### src/rtl/instr_mem_pl_if.sv
// Bus bundle between the IF stage / program loader (master) and the
// pipelined instruction memory (slave).
interface instr_mem_pl_if #(
    parameter int DATA_W = 16,
    parameter int ADDR_W = 16,
    parameter int LW_W   = 9
);
    // program port
    logic              prog_en;
    logic              prog_valid;
    logic [DATA_W-1:0] prog_data;
    logic              prog_ready;
    logic              load_ovf;
    logic [LW_W-1:0]   loaded_words;

    // fetch port
    logic              fetch_req;
    logic [ADDR_W-1:0] fetch_addr;
    logic              stall;
    logic              flush;
    logic [DATA_W-1:0] instr;
    logic [ADDR_W-1:0] instr_addr;
    logic              instr_valid;
    logic              oob;

    modport master (
        output prog_en, prog_valid, prog_data,
        output fetch_req, fetch_addr, stall, flush,
        input  prog_ready, load_ovf, loaded_words,
        input  instr, instr_addr, instr_valid, oob
    );

    modport slave (
        input  prog_en, prog_valid, prog_data,
        input  fetch_req, fetch_addr, stall, flush,
        output prog_ready, load_ovf, loaded_words,
        output instr, instr_addr, instr_valid, oob
    );
endinterface

### src/rtl/instr_mem_pl.sv
// Loadable instruction store with synchronous one-cycle fetch, stall/flush
// handshake and a halt word for addresses outside the loaded image.
module instr_mem_pl #(
    parameter int                DATA_W    = 16,
    parameter int                ADDR_W    = 16,
    parameter int                DEPTH     = 256,
    parameter logic [DATA_W-1:0] HALT_WORD = 16'hFFFF
) (
    input  logic          clk,
    input  logic          rst,
    instr_mem_pl_if.slave bus
);
    localparam int IDX_W = $clog2(DEPTH);
    localparam int LW_W  = IDX_W + 1;
    localparam int CMP_W = (ADDR_W > LW_W) ? ADDR_W : LW_W;

    typedef enum logic [1:0] {
        IDLE = 2'd0,
        LOAD = 2'd1,
        RUN  = 2'd2
    } state_t;

    state_t            state_reg;
    logic [LW_W-1:0]   ptr_reg;
    logic [LW_W-1:0]   loaded_reg;
    logic              ovf_reg;

    logic [DATA_W-1:0] mem [DEPTH];
    logic [DATA_W-1:0] rd_data_reg;
    logic              halt_sel_reg;
    logic              oob_reg;
    logic              valid_reg;
    logic [ADDR_W-1:0] addr_reg;

    logic              ptr_has_room;
    logic              in_range;
    logic              run_active;
    logic              capture;
    logic              release_out;
    logic              mem_we;
    logic              mem_re;
    logic [IDX_W-1:0]  wr_idx;
    logic [IDX_W-1:0]  rd_idx;

    assign ptr_has_room = (ptr_reg < LW_W'(DEPTH));

    // Both sides are zero-extended so that any address at or above DEPTH
    // (including high PC bits) falls out of range.
    assign in_range = (CMP_W'(bus.fetch_addr) < CMP_W'(loaded_reg));

    // A program request in RUN takes the edge; no fetch is captured then.
    assign run_active  = (state_reg == RUN) && !bus.prog_en;
    assign capture     = run_active && bus.fetch_req && (!bus.stall || bus.flush);
    assign release_out = run_active && !capture && (bus.flush || !bus.stall);

    assign mem_we = (state_reg == LOAD) && bus.prog_en && bus.prog_valid && ptr_has_room;
    assign mem_re = capture && in_range;
    assign wr_idx = ptr_reg[IDX_W-1:0];
    assign rd_idx = bus.fetch_addr[IDX_W-1:0];

    // Block-RAM style store: no reset, registered read with enable so the
    // output holds through stalls without an extra capture register.
    always_ff @(posedge clk) begin
        if (mem_we) begin
            mem[wr_idx] <= bus.prog_data;
        end
        if (mem_re) begin
            rd_data_reg <= mem[rd_idx];
        end
    end

    always_ff @(posedge clk or posedge rst) begin
        if (rst) begin
            state_reg    <= IDLE;
            ptr_reg      <= '0;
            loaded_reg   <= '0;
            ovf_reg      <= 1'b0;
            halt_sel_reg <= 1'b1;
            oob_reg      <= 1'b0;
            valid_reg    <= 1'b0;
            addr_reg     <= '0;
        end else begin
            case (state_reg)
                IDLE: begin
                    valid_reg <= 1'b0;
                    if (bus.prog_en) begin
                        state_reg <= LOAD;
                        ptr_reg   <= '0;
                        ovf_reg   <= 1'b0;
                    end
                end

                LOAD: begin
                    valid_reg <= 1'b0;
                    if (!bus.prog_en) begin
                        state_reg  <= RUN;
                        loaded_reg <= ptr_reg;
                    end else if (bus.prog_valid) begin
                        if (ptr_has_room) begin
                            ptr_reg <= ptr_reg + 1'b1;
                        end else begin
                            ovf_reg <= 1'b1;
                        end
                    end
                end

                RUN: begin
                    if (bus.prog_en) begin
                        state_reg  <= LOAD;
                        ptr_reg    <= '0;
                        loaded_reg <= '0;
                        ovf_reg    <= 1'b0;
                        valid_reg  <= 1'b0;
                    end else if (capture) begin
                        addr_reg     <= bus.fetch_addr;
                        valid_reg    <= 1'b1;
                        halt_sel_reg <= !in_range;
                        oob_reg      <= !in_range;
                    end else if (release_out) begin
                        valid_reg <= 1'b0;
                    end
                end

                default: begin
                    state_reg <= IDLE;
                    valid_reg <= 1'b0;
                end
            endcase
        end
    end

    assign bus.prog_ready   = (state_reg == LOAD) && ptr_has_room;
    assign bus.load_ovf     = ovf_reg;
    assign bus.loaded_words = loaded_reg;
    assign bus.instr        = halt_sel_reg ? HALT_WORD : rd_data_reg;
    assign bus.instr_addr   = addr_reg;
    assign bus.instr_valid  = valid_reg;
    assign bus.oob          = oob_reg;

endmodule

### src/flat_wrapper.sv
// flat-port wrapper written by rule: the top's interface ports become plain ports
module instr_mem_pl_flat 
#(
    parameter int                DATA_W    = 16,
    parameter int                ADDR_W    = 16,
    parameter int                DEPTH     = 256,
    parameter logic [DATA_W-1:0] HALT_WORD = 16'hFFFF
)
  (clk, rst, bus_prog_en, bus_prog_valid, bus_prog_data, bus_fetch_req, bus_fetch_addr, bus_stall, bus_flush, bus_prog_ready, bus_load_ovf, bus_loaded_words, bus_instr, bus_instr_addr, bus_instr_valid, bus_oob);
  instr_mem_pl_if #(.DATA_W(DATA_W), .ADDR_W(ADDR_W), .LW_W(9)) bus_i ();
  input  logic clk;
  input  logic rst;
  input wire logic [$bits(bus_i.prog_en)-1:0] bus_prog_en;
  input wire logic [$bits(bus_i.prog_valid)-1:0] bus_prog_valid;
  input wire logic [$bits(bus_i.prog_data)-1:0] bus_prog_data;
  input wire logic [$bits(bus_i.fetch_req)-1:0] bus_fetch_req;
  input wire logic [$bits(bus_i.fetch_addr)-1:0] bus_fetch_addr;
  input wire logic [$bits(bus_i.stall)-1:0] bus_stall;
  input wire logic [$bits(bus_i.flush)-1:0] bus_flush;
  output wire logic [$bits(bus_i.prog_ready)-1:0] bus_prog_ready;
  output wire logic [$bits(bus_i.load_ovf)-1:0] bus_load_ovf;
  output wire logic [$bits(bus_i.loaded_words)-1:0] bus_loaded_words;
  output wire logic [$bits(bus_i.instr)-1:0] bus_instr;
  output wire logic [$bits(bus_i.instr_addr)-1:0] bus_instr_addr;
  output wire logic [$bits(bus_i.instr_valid)-1:0] bus_instr_valid;
  output wire logic [$bits(bus_i.oob)-1:0] bus_oob;
  assign bus_i.prog_en = bus_prog_en;
  assign bus_i.prog_valid = bus_prog_valid;
  assign bus_i.prog_data = bus_prog_data;
  assign bus_i.fetch_req = bus_fetch_req;
  assign bus_i.fetch_addr = bus_fetch_addr;
  assign bus_i.stall = bus_stall;
  assign bus_i.flush = bus_flush;
  assign bus_prog_ready = bus_i.prog_ready;
  assign bus_load_ovf = bus_i.load_ovf;
  assign bus_loaded_words = bus_i.loaded_words;
  assign bus_instr = bus_i.instr;
  assign bus_instr_addr = bus_i.instr_addr;
  assign bus_instr_valid = bus_i.instr_valid;
  assign bus_oob = bus_i.oob;
  instr_mem_pl #(.DATA_W(DATA_W), .ADDR_W(ADDR_W), .DEPTH(DEPTH), .HALT_WORD(HALT_WORD)) u_core (.clk(clk), .rst(rst), .bus(bus_i));
endmodule
### config.mk
export PLATFORM = sky130hd
export DESIGN_NAME = instr_mem_pl_flat
export DESIGN_NICKNAME = d
export VERILOG_FILES = /design/src/rtl/instr_mem_pl_if.sv /design/src/rtl/instr_mem_pl.sv /design/src/flat_wrapper.sv
export SDC_FILE = /design/constraint.sdc
export NUM_CORES = 2
export LEC_CHECK = 0
export CORE_ASPECT_RATIO = 0.5
export CORE_UTILIZATION = 40
export CTS_BUF_LIST = sky130_fd_sc_hd__clkbuf_8
export DETAILED_ROUTE_END_ITERATION = 16
export SETUP_SLACK_MARGIN = 0.02
export SYNTH_ARGS = -nofsm -noshare
export SYNTH_HDL_FRONTEND = slang
export SYNTH_SLANG_ARGS = --single-unit
### constraint.sdc
create_clock -name clk -period 7.4 [get_ports clk]
set_input_delay 0.74 -clock clk [delete_from_list [all_inputs] [get_ports clk]]
set_output_delay 0.74 -clock clk [all_outputs]
set_load 0.1 [all_outputs]
==> results.toml <==
[outcome]
status = "finished, violations left"
violations = "max-capacitance violations, max-slew violations"

[clock_tree]
cts.sinks = 4152
clk_latency_ns = 1.11
cts_htree_levels = 6
root_buffer = "clkbuf_8"
cts_resized = 0
cts_hold_buf = 0
cts_tree = "yes"
clock_path_buffers = 4
cts-buffers-inserted = 616
cts_setup_buffers = 0
clk_pin_slew_ns = 0.07

[drt]
wl_um = 434000
firstDrtPassIters = 6
vias = 79600
wl_per_cell_um = 31.6
ant_nets = 0
vias_per_cell = 5.79
drtIter0Drc = 10300
drc = 0

[sta]
worstMarginPinSlew_ns = 1.50
slew_violations = 2
period_minus_slack_ns = 4.71
setup_tns_ns = 0
setup_viol = 0
fmax_ghz = 0.212
fin_worst_skew_ns = 0.0795
final.period_utilization_pct = 63.6
relSlewSlack_pct = -0.302
rsz0062_at_grt = "false"
finalHoldViolations = 0

[power_and_ir_drop]
leakagePower_nw = 57.6
peakVddDrop_mv = 0.140
p_sw_mw = 10.8
p_clk_share_pct = 37.1
power_frac_comb_pct = 6.2
p_per_area_nw_per_um2 = 254
swShare_pct = 23.5
seqPwrFrac_pct = 56.7
p_int_mw = 35.0

[die]
io_pins = 84
die_h_um = 449
core_um2 = 396000
fp.dieW_um = 896
start_util_pct = 40.3
dieArea_um2 = 402000
rows = 163

[synthesis]
yosys_warnings = 0
synth_ff_type = "edfxtp_1"
avgSynthCellArea_um2 = 22.0
synth.largest_area_cell = "edfxtp_1"
synth_top_cell_area_share_pct = 77.3
ys_seq_area_share_pct = 77.9
syn_nets = 7326
synth-edff-count = 4112
synth.distinct_cells = 53
synth_async_sr_flop_share_pct = 0.963
ys_ff_latch = 4152
synth_area_um2 = 160000
synthCells = 7275
ys_top_cells_by_area = "edfxtp_1 (77%), mux4_2 (12%), mux2i_1 (3.6%), mux2_2 (1.2%), o22ai_1 (1.0%)"

[final_layout]
final_util_pct = 45.5
fin_nets = 8062
drive_gt1_share_pct = 27.6
largest_reg_flops = 4096
final_cell_mix = "edfxtp_1 (4112), mux4_2 (847), clkbuf_8 (648)"
syn_to_final_growth_pct = 12.8
final_common_cell = "edfxtp_1"

[global_routing]
grt_max_degree = 162
grt_antenna_before_repair = 26
grt.total_usage_pct = 21.1
grt_pass1_vias = 78500
overflow = 0
grt_pass1_wl_um = 609000

[placement]
gp_congestion = 0.841
dp_hpwl_um = 247000
port_buffers = 83

[setup_path]
worst_setup_path_end_kind = "flop"
r2r_cells = 5
arrival_ns = 5.53
setup.worst_path.class = "primary input to flop"
worstPathRequired_ns = 8.22
start_kind = "primary input"
cp_max_fo = 36

[min_path]
min-delay-path-class = "primary input to flop"
whs_path_depth = 1

[job]
cap_violations = 1
## synth_stat cells (5+ instances only)
master	n
a2111oi_0	133
a211oi_1	8
a21oi_1	53
a221oi_1	7
a22oi_1	15
and2_1	7
buf_1	38
buf_2	112
buf_4	75
buf_6	22
clkbuf_1	173
dfrtp_1	39
edfxtp_1	4112
ha_1	12
inv_1	18
mux2_2	174
mux2i_1	569
mux4_2	847
nand2_1	86
nand2b_1	11
nand3_1	30
nand4_1	7
nor2_1	308
nor2b_1	13
nor3_1	5
nor4_1	39
o21ai_0	18
o221ai_1	12
o22ai_1	262
o32ai_1	6
or2_2	18
## per-stage QoR
stage               setup slack (ns)  area [um^2]  power, mW  hold slack [ns]  cells
finish                          2.69       180000       45.8            0.120  13700
global route                    2.81       180000       47.1            0.125  13700
CTS                             2.88       180000       46.0           0.0807  13700
detailed placement              1.69       169000       29.3            0.494  12700
global placement               0.973       169000       29.2            0.487  12700
floorplan                       4.12       160000       28.0            0.485   7275
## power by group through the flow
stage	combinational, mW	clock [mW]	sequential, mW
after detailed placement	2.84	0	26.4
after floorplan	1.23	0	26.8
final	2.83	17.0	25.9
after CTS	2.85	17.2	25.9
after global routing	2.93	18.3	25.9
after global placement	2.81	0	26.4
## final cells by class
| type | count | area, um^2 |
|---|---|---|
| Inverter | 18 | 67.6 |
| Antenna cell | 14 | 35.0 |
| Sequential cell | 4152 | 124000 |
| Clock inverter | 412 | 1840 |
| Clock buffer | 648 | 8920 |
| Multi-Input combinational cell | 2683 | 33400 |
| Fill cell | 33000 | 216000 |
| Timing Repair Buffer | 540 | 4760 |
| Tap cell | 5280 | 6610 |
## cells by family after synthesis
kind of cell / share of synthesized area, %
xor+xnor: 0.0219
compound gates: 2.32
buf+inv: 1.41
mux: 16.7
simple gates: 1.50
flops: 77.9
fa+ha+maj: 0.0940
## metal layers
layer  up-vias  global-route usage (%)  wire length [um]
li1      32200                       -                 -
met1     42900                    30.9            182000
met2      3816                    32.7            202000
met3       616                    4.20             38900
met4        12                    5.48             11200
met5         -                       0               105
## path summary, 6_finish.rpt
path,start,endpoint,slack (ns)
hold / removal,bus_prog_data[12],u_core.mem[253][12],0.12
hold reg to reg,u_core.bus.instr_addr[12],u_core.bus.instr_addr[12],0.50
setup reg to reg,u_core.state_reg[1],u_core.mem[166][10],3.12
min in group asynchronous,rst,u_core.bus.instr_addr[2],0.15
max in group asynchronous,rst,u_core.bus.instr_addr[5],6.75
setup / recovery,bus_fetch_addr[4],u_core.rd_data_reg[4],2.69
## critical path: stages
cell,delay [ns]
buf_8,0.28
buf_4,0.68
nor2b_1,0.33
nand2b_1,0.54
buf_4,0.41
nor2_1,0.09
a2111oi_0,0.79
buf_4,0.23
nand3_1,0.51
nand3_1,0.68
a21oi_1,0.08
Power figures use the tool's default switching activity.
